$ cat config.mk
export PLATFORM = sky130hd
export DESIGN_NAME = uart_line_rx_flat
export DESIGN_NICKNAME = d
export VERILOG_FILES = /design/src/rtl/uart_line_rx_if.sv /design/src/rtl/uart_line_rx.sv /design/src/flat_wrapper.sv
export SDC_FILE = /design/constraint.sdc
export NUM_CORES = 1
export LEC_CHECK = 0
export ABC_AREA = 1
export BUFFER_PORTS_ARGS = -buffer_cell sky130_fd_sc_hd__buf_2
export CAP_MARGIN = 30
export CORE_MARGIN = 2
export CORE_UTILIZATION = 59
export CTS_BUF_LIST = sky130_fd_sc_hd__clkbuf_16
export DETAILED_ROUTE_END_ITERATION = 7
export HOLD_SLACK_MARGIN = 0.08
export PLACE_DENSITY = 0.84
export SYNTH_ARGS = -nofsm -noshare
export SYNTH_HDL_FRONTEND = slang
export SYNTH_SLANG_ARGS = --single-unit
$ cat constraint.sdc
create_clock -name clk -period 10.25 [get_ports clk]
set_input_delay 0.5125 -clock clk [delete_from_list [all_inputs] [get_ports clk]]
set_output_delay 0.5125 -clock clk [all_outputs]
set_load 0.02 [all_outputs]
$ cat src/rtl/uart_line_rx_if.sv
// Line output channel of uart_line_rx: a completed text line offered with a valid/ready handshake.
interface uart_line_rx_if #(
    parameter int unsigned MAX_CHARS = 16,
    parameter int unsigned LW        = $clog2(MAX_CHARS + 1)
);
    logic                   line_ready;
    logic                   line_valid;
    logic [8*MAX_CHARS-1:0] line;
    logic [LW-1:0]          line_len;
    logic                   line_ovf;

    modport master (input line_ready, output line_valid, line, line_len, line_ovf);
    modport slave  (output line_ready, input line_valid, line, line_len, line_ovf);
endinterface

$ cat src/rtl/uart_line_rx.sv
// UART receiver (configurable bit period) feeding a double-buffered text line assembler.
// Optional macro UART_PARITY_EN adds an even-parity bit per frame and the parity_err output.
module uart_line_rx #(
    parameter int unsigned CLK_DIV   = 217,
    parameter int unsigned MAX_CHARS = 16,
    parameter logic [7:0]  TERM      = 8'h0A
) (
    input  logic           clk,
    input  logic           rst,
    input  logic           rx,
    uart_line_rx_if.master lo,
`ifdef UART_PARITY_EN
    output logic           parity_err,
`endif
    output logic           frame_err,
    output logic           line_lost
);
    localparam int unsigned   LW   = $clog2(MAX_CHARS + 1);
    localparam int unsigned   CW   = $clog2(CLK_DIV);
    localparam logic [CW-1:0] HALF = CW'(CLK_DIV / 2 - 1);
    localparam logic [CW-1:0] FULL = CW'(CLK_DIV - 1);
    localparam logic [LW-1:0] MAXC = LW'(MAX_CHARS);

    typedef enum logic [2:0] {
        IDLE,
        START,
        DATA,
`ifdef UART_PARITY_EN
        PARITY,
`endif
        STOP,
        BREAK
    } state_t;

    logic          rx_m, rx_s;
    state_t        state_q, state_d;
    logic [CW-1:0] cnt_q, cnt_d;
    logic [2:0]    idx_q, idx_d;
    logic [7:0]    sh_q, sh_d;
    logic          byte_ok, ferr, tick;
`ifdef UART_PARITY_EN
    logic          par_bad_q, par_bad_d, perr;
`endif

    logic [8*MAX_CHARS-1:0] asm_q;
    logic [LW-1:0]          count_q;
    logic                   ovf_acc;

    always_ff @(posedge clk or posedge rst) begin
        if (rst) begin
            rx_m <= 1'b1;
            rx_s <= 1'b1;
        end else begin
            rx_m <= rx;
            rx_s <= rx_m;
        end
    end

    always_ff @(posedge clk or posedge rst) begin
        if (rst) begin
            state_q   <= IDLE;
            cnt_q     <= '0;
            idx_q     <= '0;
            sh_q      <= '0;
`ifdef UART_PARITY_EN
            par_bad_q <= 1'b0;
`endif
        end else begin
            state_q   <= state_d;
            cnt_q     <= cnt_d;
            idx_q     <= idx_d;
            sh_q      <= sh_d;
`ifdef UART_PARITY_EN
            par_bad_q <= par_bad_d;
`endif
        end
    end

    assign tick = (cnt_q == '0);

    always_comb begin
        state_d   = state_q;
        cnt_d     = tick ? cnt_q : cnt_q - CW'(1);
        idx_d     = idx_q;
        sh_d      = sh_q;
        byte_ok   = 1'b0;
        ferr      = 1'b0;
`ifdef UART_PARITY_EN
        par_bad_d = par_bad_q;
        perr      = 1'b0;
`endif
        case (state_q)
            IDLE: if (!rx_s) begin
                state_d = START;
                cnt_d   = HALF;
            end
            START: if (tick) begin
                if (!rx_s) begin
                    state_d = DATA;
                    cnt_d   = FULL;
                    idx_d   = '0;
                end else begin
                    state_d = IDLE;
                end
            end
            DATA: if (tick) begin
                sh_d  = {rx_s, sh_q[7:1]};
                cnt_d = FULL;
                idx_d = idx_q + 3'd1;
                if (idx_q == 3'd7) begin
`ifdef UART_PARITY_EN
                    state_d = PARITY;
`else
                    state_d = STOP;
`endif
                end
            end
`ifdef UART_PARITY_EN
            PARITY: if (tick) begin
                par_bad_d = (rx_s != ^sh_q);
                cnt_d     = FULL;
                state_d   = STOP;
            end
`endif
            STOP: if (tick) begin
                if (rx_s) begin
                    state_d = IDLE;
`ifdef UART_PARITY_EN
                    byte_ok = !par_bad_q;
                    perr    = par_bad_q;
`else
                    byte_ok = 1'b1;
`endif
                end else begin
                    // Bad stop bit wins over a parity mismatch and waits out the line break.
                    ferr    = 1'b1;
                    state_d = BREAK;
                end
            end
            BREAK: if (rx_s) state_d = IDLE;
            default: state_d = IDLE;
        endcase
    end

    always_ff @(posedge clk or posedge rst) begin
        if (rst) begin
            asm_q         <= '0;
            count_q       <= '0;
            ovf_acc       <= 1'b0;
            lo.line_valid <= 1'b0;
            lo.line       <= '0;
            lo.line_len   <= '0;
            lo.line_ovf   <= 1'b0;
            frame_err     <= 1'b0;
            line_lost     <= 1'b0;
`ifdef UART_PARITY_EN
            parity_err    <= 1'b0;
`endif
        end else begin
            frame_err <= ferr;
            line_lost <= 1'b0;
`ifdef UART_PARITY_EN
            parity_err <= perr;
`endif
            if (lo.line_valid && lo.line_ready) lo.line_valid <= 1'b0;
            if (byte_ok && sh_q != 8'h0D) begin
                if (sh_q == TERM) begin
                    if (count_q != '0) begin
                        // A load in the transfer cycle overrides the drop above (back-to-back).
                        if (!lo.line_valid || lo.line_ready) begin
                            lo.line_valid <= 1'b1;
                            lo.line       <= asm_q;
                            lo.line_len   <= count_q;
                            lo.line_ovf   <= ovf_acc;
                        end else begin
                            line_lost <= 1'b1;
                        end
                        asm_q   <= '0;
                        count_q <= '0;
                        ovf_acc <= 1'b0;
                    end
                end else if (count_q < MAXC) begin
                    for (int unsigned i = 0; i < MAX_CHARS; i++) begin
                        if (LW'(i) == count_q) asm_q[8*i +: 8] <= sh_q;
                    end
                    count_q <= count_q + LW'(1);
                end else begin
                    ovf_acc <= 1'b1;
                end
            end
        end
    end
endmodule
$ cat src/flat_wrapper.sv
// flat-port wrapper written by rule: the top's interface ports become plain ports
module uart_line_rx_flat 
#(
    parameter int unsigned CLK_DIV   = 217,
    parameter int unsigned MAX_CHARS = 16,
    parameter logic [7:0]  TERM      = 8'h0A
)
  (clk, rst, rx, frame_err, line_lost, lo_line_ready, lo_line_valid, lo_line, lo_line_len, lo_line_ovf);
  uart_line_rx_if #(.MAX_CHARS(MAX_CHARS)) lo_i ();
  input  logic clk;
  input  logic rst;
  input  logic rx;
  output logic frame_err;
  output logic line_lost;
  input wire logic [$bits(lo_i.line_ready)-1:0] lo_line_ready;
  output wire logic [$bits(lo_i.line_valid)-1:0] lo_line_valid;
  output wire logic [$bits(lo_i.line)-1:0] lo_line;
  output wire logic [$bits(lo_i.line_len)-1:0] lo_line_len;
  output wire logic [$bits(lo_i.line_ovf)-1:0] lo_line_ovf;
  assign lo_i.line_ready = lo_line_ready;
  assign lo_line_valid = lo_i.line_valid;
  assign lo_line = lo_i.line;
  assign lo_line_len = lo_i.line_len;
  assign lo_line_ovf = lo_i.line_ovf;
  uart_line_rx #(.CLK_DIV(CLK_DIV), .MAX_CHARS(MAX_CHARS), .TERM(TERM)) u_core (.clk(clk), .rst(rst), .rx(rx), .lo(lo_i), .frame_err(frame_err), .line_lost(line_lost));
endmodule
# Word level (Yosys, flattened, before mapping)
# Index checks and enable logic that the tools add are counted.
dict set report totals {
  ff_bits 295
  input_bits 4
  out_inout_bits 137
  elab_cells 172
}
dict set report op_classes {
  addsub 3
  magnitude_cmp 1
  n_eq_ne 31
  muxes 59
  n_reduce_logical 48
}
# cell count
set ops {}
lappend ops {{$mux 128} 3}
lappend ops {{$mux 8} 21}
lappend ops {{$reduce_and 4->1} 18}
lappend ops {{$eq 4x5->1 const A} 8}
lappend ops {{$reduce_bool 2->1} 18}
lappend ops {{$mux 3} 10}
lappend ops {{$pmux 8 s3} 1}
lappend ops {{$eq 3x5->1 const A} 4}
lappend ops {{$mux 1} 18}
lappend ops {{$mux 5} 3}
lappend ops {{$pmux 3 s5} 1}
lappend ops {{$ne 2x1->1 const B} 6}
lappend ops {{$eq 2x5->1 const A} 2}
lappend ops {{$eq 8x4->1 const B} 1}
lappend ops {{$logic_not 8->1} 1}
lappend ops {{$ne 8x4->1 const B} 1}
lappend ops {{$sub 8x1->8 const B} 1}
lappend ops {{$eq 3x2->1 const B} 2}
lappend ops {{$eq 3x3->1 const B} 2}
lappend ops {{$ne 2x2->1 const B} 3}
lappend ops {{$pmux 3 s2} 1}
lappend ops {{$reduce_and 3->1} 2}
lappend ops {{$reduce_and 6->1} 1}
lappend ops {{$add 5x1->5 const B} 1}
lappend ops {{other kinds (12)} 13}

# Longest topological paths before layout
dict set report depth {
  depth_word 6
  depth_mapped 12
  ltp_nobuf 10
}

# Worst setup path before layout
# Ideal clock, no wire load.
dict set report synth_path {
  kind {flip-flop to flip-flop}
  startpoint {reg u_core.cnt_q[0]}
  endpoint {reg u_core.lo.line[10]}
  setup_time_ns 0.117
  arrival_time_ns 1.667
  required_ns 10.133
  path_slack_ns 8.465
  path_stages_with_launch 12
  n_path_buf 2
  period_less_slack_ns 1.785
  cell_sequence {dfrtp_1 -> inv_1 -> ha_1 -> nand2_1 -> nor2_4 -> nand2_2 -> nor2_4 -> nand3_2 -> buf_6 -> buf_4 -> nand2_1 -> nand2_1}
}
dict set report synth_between {
  elab_chain_cells 5
}
# item line
set synth_lines {}
lappend synth_lines {{from (decl)} uart_line_rx.sv:37} ;# logic [CW-1:0] cnt_q, cnt_d;
lappend synth_lines {{from (signal assigned)} uart_line_rx.sv:70} ;# cnt_q <= cnt_d;
lappend synth_lines {{$logic_not 8->1} uart_line_rx.sv:79} ;# assign tick = (cnt_q == '0);
lappend synth_lines {{$mux 1} uart_line_rx.sv:125} ;# STOP: if (tick) begin
lappend synth_lines {{$mux 1} uart_line_rx.sv:92} ;# case (state_q)
lappend synth_lines {{$logic_and 1x1->1} uart_line_rx.sv:166} ;# if (byte_ok && sh_q != 8'h0D) begin
lappend synth_lines {{$reduce_and 4->1 (no source line)} -}
lappend synth_lines {{to (signal assigned)} uart_line_rx.sv:172} ;# lo.line <= asm_q;
lappend synth_lines {{to (decl)} uart_line_rx_if.sv:12} ;# modport master (input line_ready, output line_valid, line, line_len, line_ovf);
# No other way between the ends.
# A chain may end at the register's enable or synchronous reset.

# Worst setup path after layout
dict set report layout_path {
  startpoint {reg u_core.sh_q[5]}
  endpoint {reg u_core.lo.line[33]}
}
dict set report layout_between {
  elab_chain_cells 3
  word_cells_on_any_way 4
  classes_between {eq/ne: 2; reduce/logical: 2}
}
# item line
set layout_lines {}
lappend layout_lines {{from (decl)} uart_line_rx.sv:39} ;# logic [7:0] sh_q, sh_d;
lappend layout_lines {{from (signal assigned)} uart_line_rx.sv:64} ;# sh_q <= '0;
lappend layout_lines {{from (signal assigned)} uart_line_rx.sv:72} ;# sh_q <= sh_d;
lappend layout_lines {{$ne 8x4->1} uart_line_rx.sv:166}
lappend layout_lines {{$logic_and 1x1->1} uart_line_rx.sv:166}
lappend layout_lines {{$reduce_and 4->1 (no source line) *} -}
# Every way passes the cells marked *; elsewhere a longest branch is shown, timed or not.

==> summary.md <==
The flow ran to the end, and the final reports show no timing, DRC or antenna violations. The number of global-route vias before repair was 9902. STA classifies the critical path startpoint as a register.

Fraction of synthesis flops using an asynchronous set or reset pin: 1.00. The number of hold buffers added after CTS was 2. Count of max-cap constraint violations: 0.

The endpoint type of the worst setup path was a register. After global routing the overflow that remains totals 0. The maximum frequency from static timing analysis came out at 258 MHz.

After clock tree synthesis, the clock-pin slew on the worst setup and hold paths is 0.06 ns. Summed over all instances, the cell type with the most area after synthesis is sky130_fd_sc_hd__dfrtp_1. The cell depth of the worst flop-to-flop path is 9. The region available for standard cell placement spans 0.0212 mm2.

Number of buffers inserted by post-CTS setup repair: 0. The tree is rooted in a sky130_fd_sc_hd__clkbuf_16. The class of the tightest hold or removal check is register to register.

The number of clock buffers inserted by TritonCTS was 29. Once placement completed, the tool counted placed cells totaling 1738. Setup TNS: 0 ns.

After synthesis, the most frequently instantiated cells are 588 x sky130_fd_sc_hd__nand2_1, 293 x sky130_fd_sc_hd__dfrtp_1, 264 x sky130_fd_sc_hd__nand4_1, 54 x sky130_fd_sc_hd__buf_2, 32 x sky130_fd_sc_hd__clkbuf_1. From left edge to right edge, the die measures 151 um. The critical path is of the register to register type. The share of layout cells above drive strength 1 was 0.163.

The first global-routing pass estimated 50.5 mm of wire. Setup violations remaining at the end of the flow were counted as 0. The mean routed wirelength per cell was 17.3 um; the power density over the cells was 153 mW/mm2. The number of cells on the worst hold path is 0.

The worst-case headroom to the max-slew limit is 0.256. Gates resized during post-CTS repair numbered 0. Prior to clock tree synthesis, the placed netlist has a worst setup slack of 6.41 ns.

The net count reported at finish was 1511. The top cell type's share of synthesized area came out at 0.572. The tools report the count of warnings emitted by yosys as 0.

The logs give 0.274 for the overall global routing resource usage and 8.10 nW for the leakage power figure. 0 antenna diodes ended up in the layout. Dividing the synthesized area by the synthesized cell count gives 9.04 um2.

The die covers 0.0229 mm2. The worst path needs 3.88 ns of the cycle, external delays included. The post-synthesis sequential area ratio was 0.576. For this block, the initial DRC count from the detailed router was 1185. The number of vias in the routed layout is 10800, and the starting utilization of the core area is 0.606. The clock drives 295 sinks. The count of buffers from port buffering was 140; the placement row count was 53. Fill cells in the final layout number 1577. Once routing completed, OpenROAD measured the worst setup slack at 6.37 ns.

By area the synthesized netlist is led by sky130_fd_sc_hd__dfrtp_1 57%, sky130_fd_sc_hd__nand2_1 17%, sky130_fd_sc_hd__nand4_1 13%, sky130_fd_sc_hd__buf_2 2.1%, sky130_fd_sc_hd__nand3_2 1.2%. The die is 151 um tall. The initial antenna violation count was 0; the clock latency on the worst-skew pair was 0.54 ns. The worst-case IR drop observed on VDD is 0.000119 V. The count of state elements after synthesis works out to 295. The routed design has 31.0 mm of wire.

Setup repair after global routing left no endpoint under its margin. At the pin with the least slew margin, the transition time is 1.12 ns. The share of the clock period used by the worst path was 0.379. Entering global routing, the biggest net connects 130 pins.

STA puts the critical path data required time at 10.67 ns. The tools report the number of pins exceeding their max-slew limit in the final report as 0. The total standard cell area after synthesis came out at 0.0128 mm2.

TritonCTS built the clock tree. The total I/O pin count is 141. In this run the worst path has a maximum fanout of 74. Once detail routing completed, the nets flagged for antenna violations numbered 0.

Synthesis produced a netlist with a net count of 1432. In this run, distinct cell masters in the synthesized netlist total 32. The global placer's final weighted congestion came out at 0.870. The logs give 0 for the number of endpoints with negative hold slack in the final report and 0.355 ns for the tightest hold margin.

The logs give 1 for the number of H-tree levels and 0.682 for the final cell utilization of the core. Excluding fillers, the count of instances in the completed layout stands at 1792. The area growth from synthesis to layout is 12.5%. The cell count after synthesis came out at 1418. Among all cell types in the netlist, the one instantiated most often is sky130_fd_sc_hd__nand2_1. The worst clock skew is 0.00888 ns, and the number of buffers on the longest clock path is 3. The arrival time reported for the critical path endpoint was 4.30 ns.

Yosys mapped a number of flops with a built-in enable equal to 0. The HPWL after detailed placement was 18.6 mm; the first-pass detailed-route iteration total was 5. Post-detailed-route DRC marker count: 0. Using the TritonRoute via totals, the vias-per-cell ratio works out to 6.02. Most instantiated flip-flop cell in the synthesis netlist: sky130_fd_sc_hd__dfrtp_1.
## metrics by stage
stage | cell area, um2 | power [mW]
finish | 14400 | 2.21
global route | 14400 | 2.28
CTS | 14400 | 2.22
detailed placement | 13500 | 1.21
global placement | 13400 | 1.21
floorplan | 12800 | 1.20
## report_power, final
group | internal (mW) | leakage (nW) | switching, mW
clock | 0.586 | 0.475 | 0.430
combinational | 0.00396 | 3.54 | 0.0232
sequential | 1.17 | 4.09 | 0.000408
total | 1.76 | 8.10 | 0.454
## final timing paths
check / start / end / slack [ns]
worst max-delay path: u_core.sh_q[5] / u_core.lo.line[33] / 6.37
worst min-delay path: u_core.rx_m / u_core.rx_s / 0.35
worst max register to register: u_core.sh_q[5] / u_core.lo.line[33] / 6.37
worst min register to register: u_core.rx_m / u_core.rx_s / 0.35
max in group asynchronous: rst / u_core.lo.line[123] / 7.53
min in group asynchronous: rst / u_core.lo.line[72] / 0.47
## cell usage in the layout, fill, tap and decap left out, types with 2 or more instances in the layout
cell type / count
sky130_fd_sc_hd__xnor2_1: 2
sky130_fd_sc_hd__nor2_2: 2
sky130_fd_sc_hd__bufinv_16: 3
sky130_fd_sc_hd__clkinv_2: 6
sky130_fd_sc_hd__nor2_4: 6
sky130_fd_sc_hd__nand2_4: 2
sky130_fd_sc_hd__nand3_2: 15
sky130_fd_sc_hd__nand3_1: 9
sky130_fd_sc_hd__o21ai_1: 10
sky130_fd_sc_hd__inv_1: 33
sky130_fd_sc_hd__xor2_1: 2
sky130_fd_sc_hd__inv_2: 10
sky130_fd_sc_hd__o21ai_2: 11
sky130_fd_sc_hd__buf_2: 140
sky130_fd_sc_hd__nand3_4: 2
sky130_fd_sc_hd__dfstp_2: 2
sky130_fd_sc_hd__nand4_1: 264
sky130_fd_sc_hd__o211ai_1: 4
sky130_fd_sc_hd__nor2_1: 21
sky130_fd_sc_hd__clkbuf_16: 29
sky130_fd_sc_hd__nand2_1: 587
sky130_fd_sc_hd__buf_4: 10
sky130_fd_sc_hd__a21oi_1: 3
sky130_fd_sc_hd__clkinv_1: 3
sky130_fd_sc_hd__ha_1: 10
sky130_fd_sc_hd__dlygate4sd3_1: 2
sky130_fd_sc_hd__nor3_1: 3
sky130_fd_sc_hd__o21ai_0: 20
sky130_fd_sc_hd__nand2_2: 3
sky130_fd_sc_hd__buf_16: 2
sky130_fd_sc_hd__dfrtp_1: 293
## sequential cells by signal (all words and copies together), names as in the netlist
| name | flops |
|---|---|
| u_core.asm_q | 128 |
| u_core.cnt_q | 8 |
| u_core.count_q | 5 |
| u_core.frame_err | 1 |
| u_core.idx_q | 3 |
| u_core.line_lost | 1 |
| u_core.lo.line | 128 |
| u_core.lo.line_len | 5 |
| u_core.lo.line_ovf | 1 |
| u_core.lo.line_valid | 1 |
| u_core.ovf_acc | 1 |
| u_core.rx_m | 1 |
| u_core.rx_s | 1 |
| u_core.sh_q | 8 |
| u_core.state_q | 3 |
## worst max-delay path, stage by stage (launching register included)
cell                      delay, ns
sky130_fd_sc_hd__dfrtp_1       0.77
sky130_fd_sc_hd__inv_2         0.17
sky130_fd_sc_hd__nand2_1       0.10
sky130_fd_sc_hd__nor2_4        0.18
sky130_fd_sc_hd__nand2_4       0.24
sky130_fd_sc_hd__nor2_8        0.68
sky130_fd_sc_hd__nand3_4       0.70
sky130_fd_sc_hd__buf_4         0.62
sky130_fd_sc_hd__nand2_1       0.17
sky130_fd_sc_hd__nand2_1       0.07
## routing by layer
metal | track usage | routed length (um) | vias to the layer above
li1 | - | - | 4978
met1 | 0.404 | 12800 | 5223
met2 | 0.429 | 14800 | 505
met3 | 0.0340 | 2530 | 74
met4 | 0.0846 | 831 | 0
met5 | 0 | 0 | -
## cell type report
class	count	area [um2]	area share
clock buffer	29	726	0.0503
clock inverter	22	178	0.0123
inverter	36	143	0.00989
multi-input combinational	981	4800	0.333
sequential	295	7380	0.512
tap	275	344	0.0239
timing repair buffer	154	851	0.0590
## kinds of logic after synthesis
family          Yosys count  synth area share
compound gates           51            0.0245
flops                   295             0.576
buf+inv                 142            0.0515
fa+ha+maj                10           0.00976
xor+xnor                  4           0.00273
simple gates            916             0.335
Note: power is estimated with default switching activity, not from simulation.
